## src/rtl/wb_pkg.sv

```systemverilog
// Shared types for the load writeback stage: load funct3 codes, pending-load
// descriptor and writeback source tag.
package wb_pkg;

    // Descriptor rd field width; matches the default register index width.
    localparam int WB_RD_W = 5;

    localparam logic [2:0] LB  = 3'b000;
    localparam logic [2:0] LH  = 3'b001;
    localparam logic [2:0] LW  = 3'b010;
    localparam logic [2:0] LBU = 3'b100;
    localparam logic [2:0] LHU = 3'b101;

    typedef struct packed {
        logic [WB_RD_W-1:0] rd;
        logic [2:0]         funct3;
        logic [1:0]         addr_lo;
    } ld_desc_t;

    typedef enum logic [1:0] {
        WB_NONE,
        WB_LD,
        WB_ALU
    } wb_src_e;

endpackage

```

## src/rtl/load_writeback_fifo.sv

```systemverilog
// load_pending_fifo: DEPTH-entry FIFO of outstanding load descriptors, kept in
// issue order so in-order memory responses can be matched to their destination.
module load_pending_fifo
    import wb_pkg::*;
#(
    parameter int DEPTH = 4
) (
    input  logic     clk,
    input  logic     rst_n,
    input  logic     push,
    input  ld_desc_t push_desc,
    input  logic     pop,
    output ld_desc_t head,
    output logic     full,
    output logic     empty
);

    localparam int PTR_W = $clog2(DEPTH);

    // Pointers carry one extra wrap bit to tell full from empty.
    logic [PTR_W:0] wr_ptr, rd_ptr;
    ld_desc_t       mem [DEPTH];

    assign empty = (wr_ptr == rd_ptr);
    assign full  = (wr_ptr[PTR_W] != rd_ptr[PTR_W]) &&
                   (wr_ptr[PTR_W-1:0] == rd_ptr[PTR_W-1:0]);
    assign head  = mem[rd_ptr[PTR_W-1:0]];

    always_ff @(posedge clk or negedge rst_n) begin
        if (!rst_n) begin
            wr_ptr <= '0;
            rd_ptr <= '0;
        end else begin
            if (push && !full)
                wr_ptr <= wr_ptr + 1'b1;
            if (pop && !empty)
                rd_ptr <= rd_ptr + 1'b1;
        end
    end

    always_ff @(posedge clk) begin
        if (push && !full)
            mem[wr_ptr[PTR_W-1:0]] <= push_desc;
    end

endmodule

```

## src/rtl/load_writeback.sv

```systemverilog
// Writeback stage: merges ALU results with in-order load responses, aligns load
// data and tracks busy registers. Define WB_TRACE_EN for a per-write trace.
module load_writeback
    import wb_pkg::*;
#(
    parameter int ADDR_WIDTH = WB_RD_W,
    parameter int WIDTH      = 32,
    parameter int DEPTH      = 4
) (
    input  logic                  clk,
    input  logic                  rst_n,
    input  logic                  ld_issue_valid,
    output logic                  ld_issue_ready,
    input  logic [ADDR_WIDTH-1:0] ld_issue_rd,
    input  logic [2:0]            ld_funct3,
    input  logic [1:0]            ld_addr_lo,
    input  logic                  mem_rsp_valid,
    input  logic [WIDTH-1:0]      mem_rsp_data,
    input  logic                  alu_valid,
    output logic                  alu_ready,
    input  logic [ADDR_WIDTH-1:0] alu_rd,
    input  logic [WIDTH-1:0]      alu_wd,
    input  logic [ADDR_WIDTH-1:0] chk_rs1,
    input  logic [ADDR_WIDTH-1:0] chk_rs2,
    output logic                  hazard,
    output logic [ADDR_WIDTH-1:0] rd,
    output logic [WIDTH-1:0]      rd_wd,
    output logic                  rd_we
);

    function automatic logic [WIDTH-1:0] align_load(input logic [WIDTH-1:0] word,
                                                    input logic [2:0]       f3,
                                                    input logic [1:0]       lo);
        logic signed [7:0]       b;
        logic signed [15:0]      h;
        logic signed [WIDTH-1:0] ext;
        b = word[{lo, 3'b000} +: 8];
        h = word[{lo[1], 4'b0000} +: 16];
        case (f3)
            LB:      ext = b;
            LH:      ext = h;
            LBU:     ext = {{(WIDTH-8){1'b0}}, b};
            LHU:     ext = {{(WIDTH-16){1'b0}}, h};
            LW:      ext = word;
            default: ext = word;
        endcase
        return ext;
    endfunction

    ld_desc_t                   issue_desc, head_desc;
    logic                       fifo_full, fifo_empty;
    logic                       issue_fire, rsp_fire, alu_fire;
    logic [2**ADDR_WIDTH-1:0]   busy;
    wb_src_e                    wb_src_p1;
    logic [WIDTH-1:0]           ld_wd_p0;

    assign ld_issue_ready = !fifo_full && !(ld_issue_rd != '0 && busy[ld_issue_rd]);
    assign issue_fire     = ld_issue_valid && ld_issue_ready;
    // Responses arriving with nothing outstanding are dropped.
    assign rsp_fire       = mem_rsp_valid && !fifo_empty;
    assign alu_ready      = !rsp_fire;
    assign alu_fire       = alu_valid && alu_ready;
    assign hazard         = (chk_rs1 != '0 && busy[chk_rs1]) ||
                            (chk_rs2 != '0 && busy[chk_rs2]);

    assign issue_desc = '{rd: ld_issue_rd, funct3: ld_funct3, addr_lo: ld_addr_lo};
    assign ld_wd_p0   = align_load(mem_rsp_data, head_desc.funct3, head_desc.addr_lo);

    load_pending_fifo #(.DEPTH(DEPTH)) u_pending (
        .clk       (clk),
        .rst_n     (rst_n),
        .push      (issue_fire),
        .push_desc (issue_desc),
        .pop       (rsp_fire),
        .head      (head_desc),
        .full      (fifo_full),
        .empty     (fifo_empty)
    );

    // p0 -> p1: arbitrated register-file write, load response has priority
    always_ff @(posedge clk or negedge rst_n) begin
        if (!rst_n) begin
            rd        <= '0;
            rd_wd     <= '0;
            rd_we     <= 1'b0;
            wb_src_p1 <= WB_NONE;
        end else if (rsp_fire) begin
            rd        <= head_desc.rd;
            rd_wd     <= ld_wd_p0;
            rd_we     <= (head_desc.rd != '0);
            wb_src_p1 <= WB_LD;
        end else if (alu_fire) begin
            rd        <= alu_rd;
            rd_wd     <= alu_wd;
            rd_we     <= (alu_rd != '0);
            wb_src_p1 <= WB_ALU;
        end else begin
            rd_we     <= 1'b0;
            wb_src_p1 <= WB_NONE;
        end
    end

    // Busy drops only after the load write has been presented to the regfile,
    // so decode keeps stalling until the value is actually readable.
    always_ff @(posedge clk or negedge rst_n) begin
        if (!rst_n) begin
            busy <= '0;
        end else begin
            if (rd_we && wb_src_p1 == WB_LD)
                busy[rd] <= 1'b0;
            if (issue_fire && ld_issue_rd != '0)
                busy[ld_issue_rd] <= 1'b1;
        end
    end

`ifdef WB_TRACE_EN
    always_ff @(posedge clk) begin
        if (rst_n && rd_we)
            $display("%0t WB %s rd=%0d rd_wd=0x%h", $time,
                     (wb_src_p1 == WB_LD) ? "LD" : "ALU", rd, rd_wd);
        if (rst_n && mem_rsp_valid && fifo_empty)
            $display("%0t WB warning: load response with no pending load ignored", $time);
    end
`else
`endif

endmodule

```

## config.mk

```make
export PLATFORM = sky130hd
export DESIGN_NAME = load_writeback
export DESIGN_NICKNAME = d
export VERILOG_FILES = /design/src/rtl/wb_pkg.sv /design/src/rtl/load_writeback_fifo.sv /design/src/rtl/load_writeback.sv
export SDC_FILE = /design/constraint.sdc
export NUM_CORES = 1
export LEC_CHECK = 0
export ABC_AREA = 1
export BUFFER_PORTS_ARGS = -buffer_cell sky130_fd_sc_hd__buf_4
export CORE_MARGIN = 1.5
export CORE_UTILIZATION = 55
export CTS_BUF_LIST = sky130_fd_sc_hd__clkbuf_8
export CTS_CLUSTER_SIZE = 12
export DETAILED_ROUTE_END_ITERATION = 6
export HOLD_SLACK_MARGIN = 0.02
export PLACE_DENSITY_LB_ADDON = 0.12
export SYNTH_ARGS = -nofsm -noshare
export SYNTH_HDL_FRONTEND = slang
export SYNTH_SLANG_ARGS = --single-unit
```

## constraint.sdc

```tcl
create_clock -name clk -period 2.29 [get_ports clk]
set_clock_uncertainty 0.05 [all_clocks]
set_input_delay 0.229 -clock clk [delete_from_list [all_inputs] [get_ports clk]]
set_output_delay 0.229 -clock clk [all_outputs]
set_load 0.1 [all_outputs]
```

==> impl_metrics.tcl <==
set metrics [dict create \
    ant_nets 0 \
    final_common_cell "nand2_1" \
    finalHoldViolations 0 \
    setup_viol 0 \
    start_kind "input pin" \
    die_h_um 117 \
    first_iter_violations 754 \
    peakVddDrop_mv 1.20 \
    place.gp.congestion 0.951 \
    crit_arrival_ns 1.92 \
    postPlaceCellArea_sq_um 8490 \
    post-route-min-period_ns 2.20 \
    worstMarginPinSlew_ns 0.831 \
    grt-ovfl-total 0 \
    htreeDepth 4 \
    r2r_slack_ns 0.17 \
    synthesis.area_sq_um 7140 \
    fin_ws_ns 0.0870 \
    p_leak_nw 4.32 \
    synth.distinct_cells 39 \
    layout_common_cells "274 x nand2_1, 174 x buf_4, 92 x inv_1, 84 x o21ai_0, 77 x dfrtp_1" \
    antenna_found_initial 0 \
    start_util_pct 56.4 \
    drive_gt1_share_pct 25.0 \
    ff2ff_path_depth 10 \
    worst_setup_path_end_kind "output pin" \
    drtPass1Iterations 5 \
    die_w_um 117 \
    netlist_instances 929 \
    die-area_sq_um 13700 \
    synth_top_area_share_pct 27.3 \
    slew-limit-headroom_pct 44.4 \
    r2r-end "rd_wd[12]" \
    path_class "in2out" \
    grt_max_degree 48 \
    grtUsageTotal_pct 32.1 \
    remaining_drc_errors 0 \
    io_pins 135 \
    clkTransAtPathRegs_ns 0.07 \
    antenna_cells 0 \
    async_flop_share_pct 66.1 \
    holdPathStages 3 \
    cts_sinks 118 \
    synth_edf_count 40 \
    clockRootBuffer "clkbuf_8" \
    power_density_nw_per_um2 1550 \
    hold_end "rd_wd[14]" \
    numPortBuffers 134 \
    cp_data_required_time_ns 2.01 \
    cts_tree "yes" \
    timing.final.crit_share_pct 96.2 \
    place_worst_setup_slack_ns 0.0859 \
    clk_latency_ns 0.46 \
    postLayoutCellArea_sq_um 9030 \
    drv_slew 0 \
    wl_per_cell_um 16.5 \
    min_from "alu_wd[14]" \
    totalWireLength_mm 21.3 \
    hpwl_mm 15.5 \
    vias 7098 \
    first_global_vias 6481 \
    syn-num-nets 1028 \
    synth.yosys.seq_area_share_pct 44.1 \
    hp-class "in2reg" \
    num_rows 41 \
    critPathMaxFanout 9 \
    yosys-top-cells-area "dfrtp_1 27%, edfxtp_1 17%, nand2_1 14%" \
    cts_made_buffers 17 \
    r2r_start "u_pending.rd_ptr[0]" \
    clk_path_buf_depth 2 \
    cap_viol_max_count 0 \
    nets 1200 \
    ys_seq_elements 118 \
    synth_top_cell_by_area "dfrtp_1" \
    syn_avg_cell_area_sq_um 7.69 \
    coreArea_sq_um 12700 \
    synth_warnings 0 \
    status "finished clean" \
    ys.flop_type "dfrtp_1" \
    timing.fmax_mhz 454 \
    vias_per_cell 5.52 \
    grt_pass1_wl_mm 32.9 \
    syn_to_final_growth_pct 26.5 \
]
layout make-up:
cell class | count | area, sq um
inverters | 100 | 380
flip-flops and latches | 118 | 3150
fillers | 1035 | 3640
multi-input cells | 674 | 3450
well taps | 172 | 215
clock inverters | 15 | 100
clock buffers | 17 | 234
repair buffers | 190 | 1500
power by group:
| part | internal [mW] | switching (mW) | total (mW) | leakage [nW] |
|---|---|---|---|---|
| clock network | 0.820 | 0.838 | 1.66 | 0.184 |
| registers | 3.03 | 0.666 | 3.70 | 1.30 |
| logic | 2.48 | 6.16 | 8.63 | 2.84 |
| total | 6.33 | 7.66 | 14.0 | 4.32 |
timing repair:
| action | in CTS | in global routing |
|---|---|---|
| endpoints found under the hold margin | 81 | 0 |
| gates resized for setup | 1 | 23 |
| buffers inserted | 0 | 3 |
| hold buffers | 11 | 0 |
| setup endpoints to repair | 2 | 19 |
| pin swaps | 0 | 2 |
synth_stat cells (all sizes together) (15+ instances only):
cell    number
dfrtp       78
buf         24
a21oi       72
o21bai      31
nor2        75
nor3        19
nand2      282
nand3       32
edfxtp      40
a21boi      15
inv         97
o21ai      100
worst max-delay path by stage:
stage                        startpoint                  end  slack [ns]  cells after the start
floorplan                    chk_rs1[0]               hazard        0.14                      9
global placement         ld_issue_rd[0]  u_pending.mem[0][2]        0.13                     14
detailed placement       ld_issue_rd[0]  u_pending.mem[1][1]        0.09                     14
CTS                 u_pending.rd_ptr[0]       ld_issue_ready       -0.01                      5
global route                    busy[7]       ld_issue_ready       -0.02                     10
finish                   ld_issue_rd[2]       ld_issue_ready        0.09                     10
metrics by stage:
stage / total power [mW] / TNS, ns / instances / hold slack (ns) / utilization, %
after floorplan: 9.92 / 0 / 929 / -0.117 / -
after global placement: 12.0 / 0 / 1240 / 0.228 / 67.0
after detailed placement: 12.1 / 0 / 1240 / 0.227 / 67.0
after CTS: 13.8 / -0.0139 / 1283 / 0.0211 / 70.5
after global routing: 14.8 / -0.0224 / 1286 / 0.0494 / 71.3
final: 14.0 / 0 / 1286 / 0.0327 / 71.3
critical path: stages:
cell and delay, ns:
dlygate4sd3_1 0.55, buf_4 0.18, inv_2 0.10, nor3_1 0.07
nand2_1 0.07, nand2_1 0.06, nor2_1 0.13, nand3_2 0.10
a21boi_2 0.24, buf_12 0.21
per-layer routing:
layer,vias to the layer above,GRT usage (%),routed length [um]
met4,0,13.7,769
met5,-,0,0
li1,3417,-,-
met3,66,6.28,1660
met2,345,54.0,10300
met1,3270,40.6,8550
cell families (layout without fill, tap and decap cells):
group | Yosys count | in the layout | share of synthesized area, %
buffers and inverters | 137 | 322 | 8.50
DFF | 118 | 118 | 44.1
AOI/OAI and AO/OA | 240 | 240 | 21.2
and+or+nand+nor | 423 | 423 | 24.5
xor gates and xnor gates | 6 | 6 | 0.736
adders and majority gates | 5 | 5 | 0.876
state kept, by name, indices dropped and copies added, names as in the netlist:
signal,cells
busy,32
wb_src_p1,2
rd_we,1
rd_wd,32
u_pending.wr_ptr,3
rd,5
u_pending.rd_ptr,3
u_pending.mem,40
(Power assumes the default switching activity.)
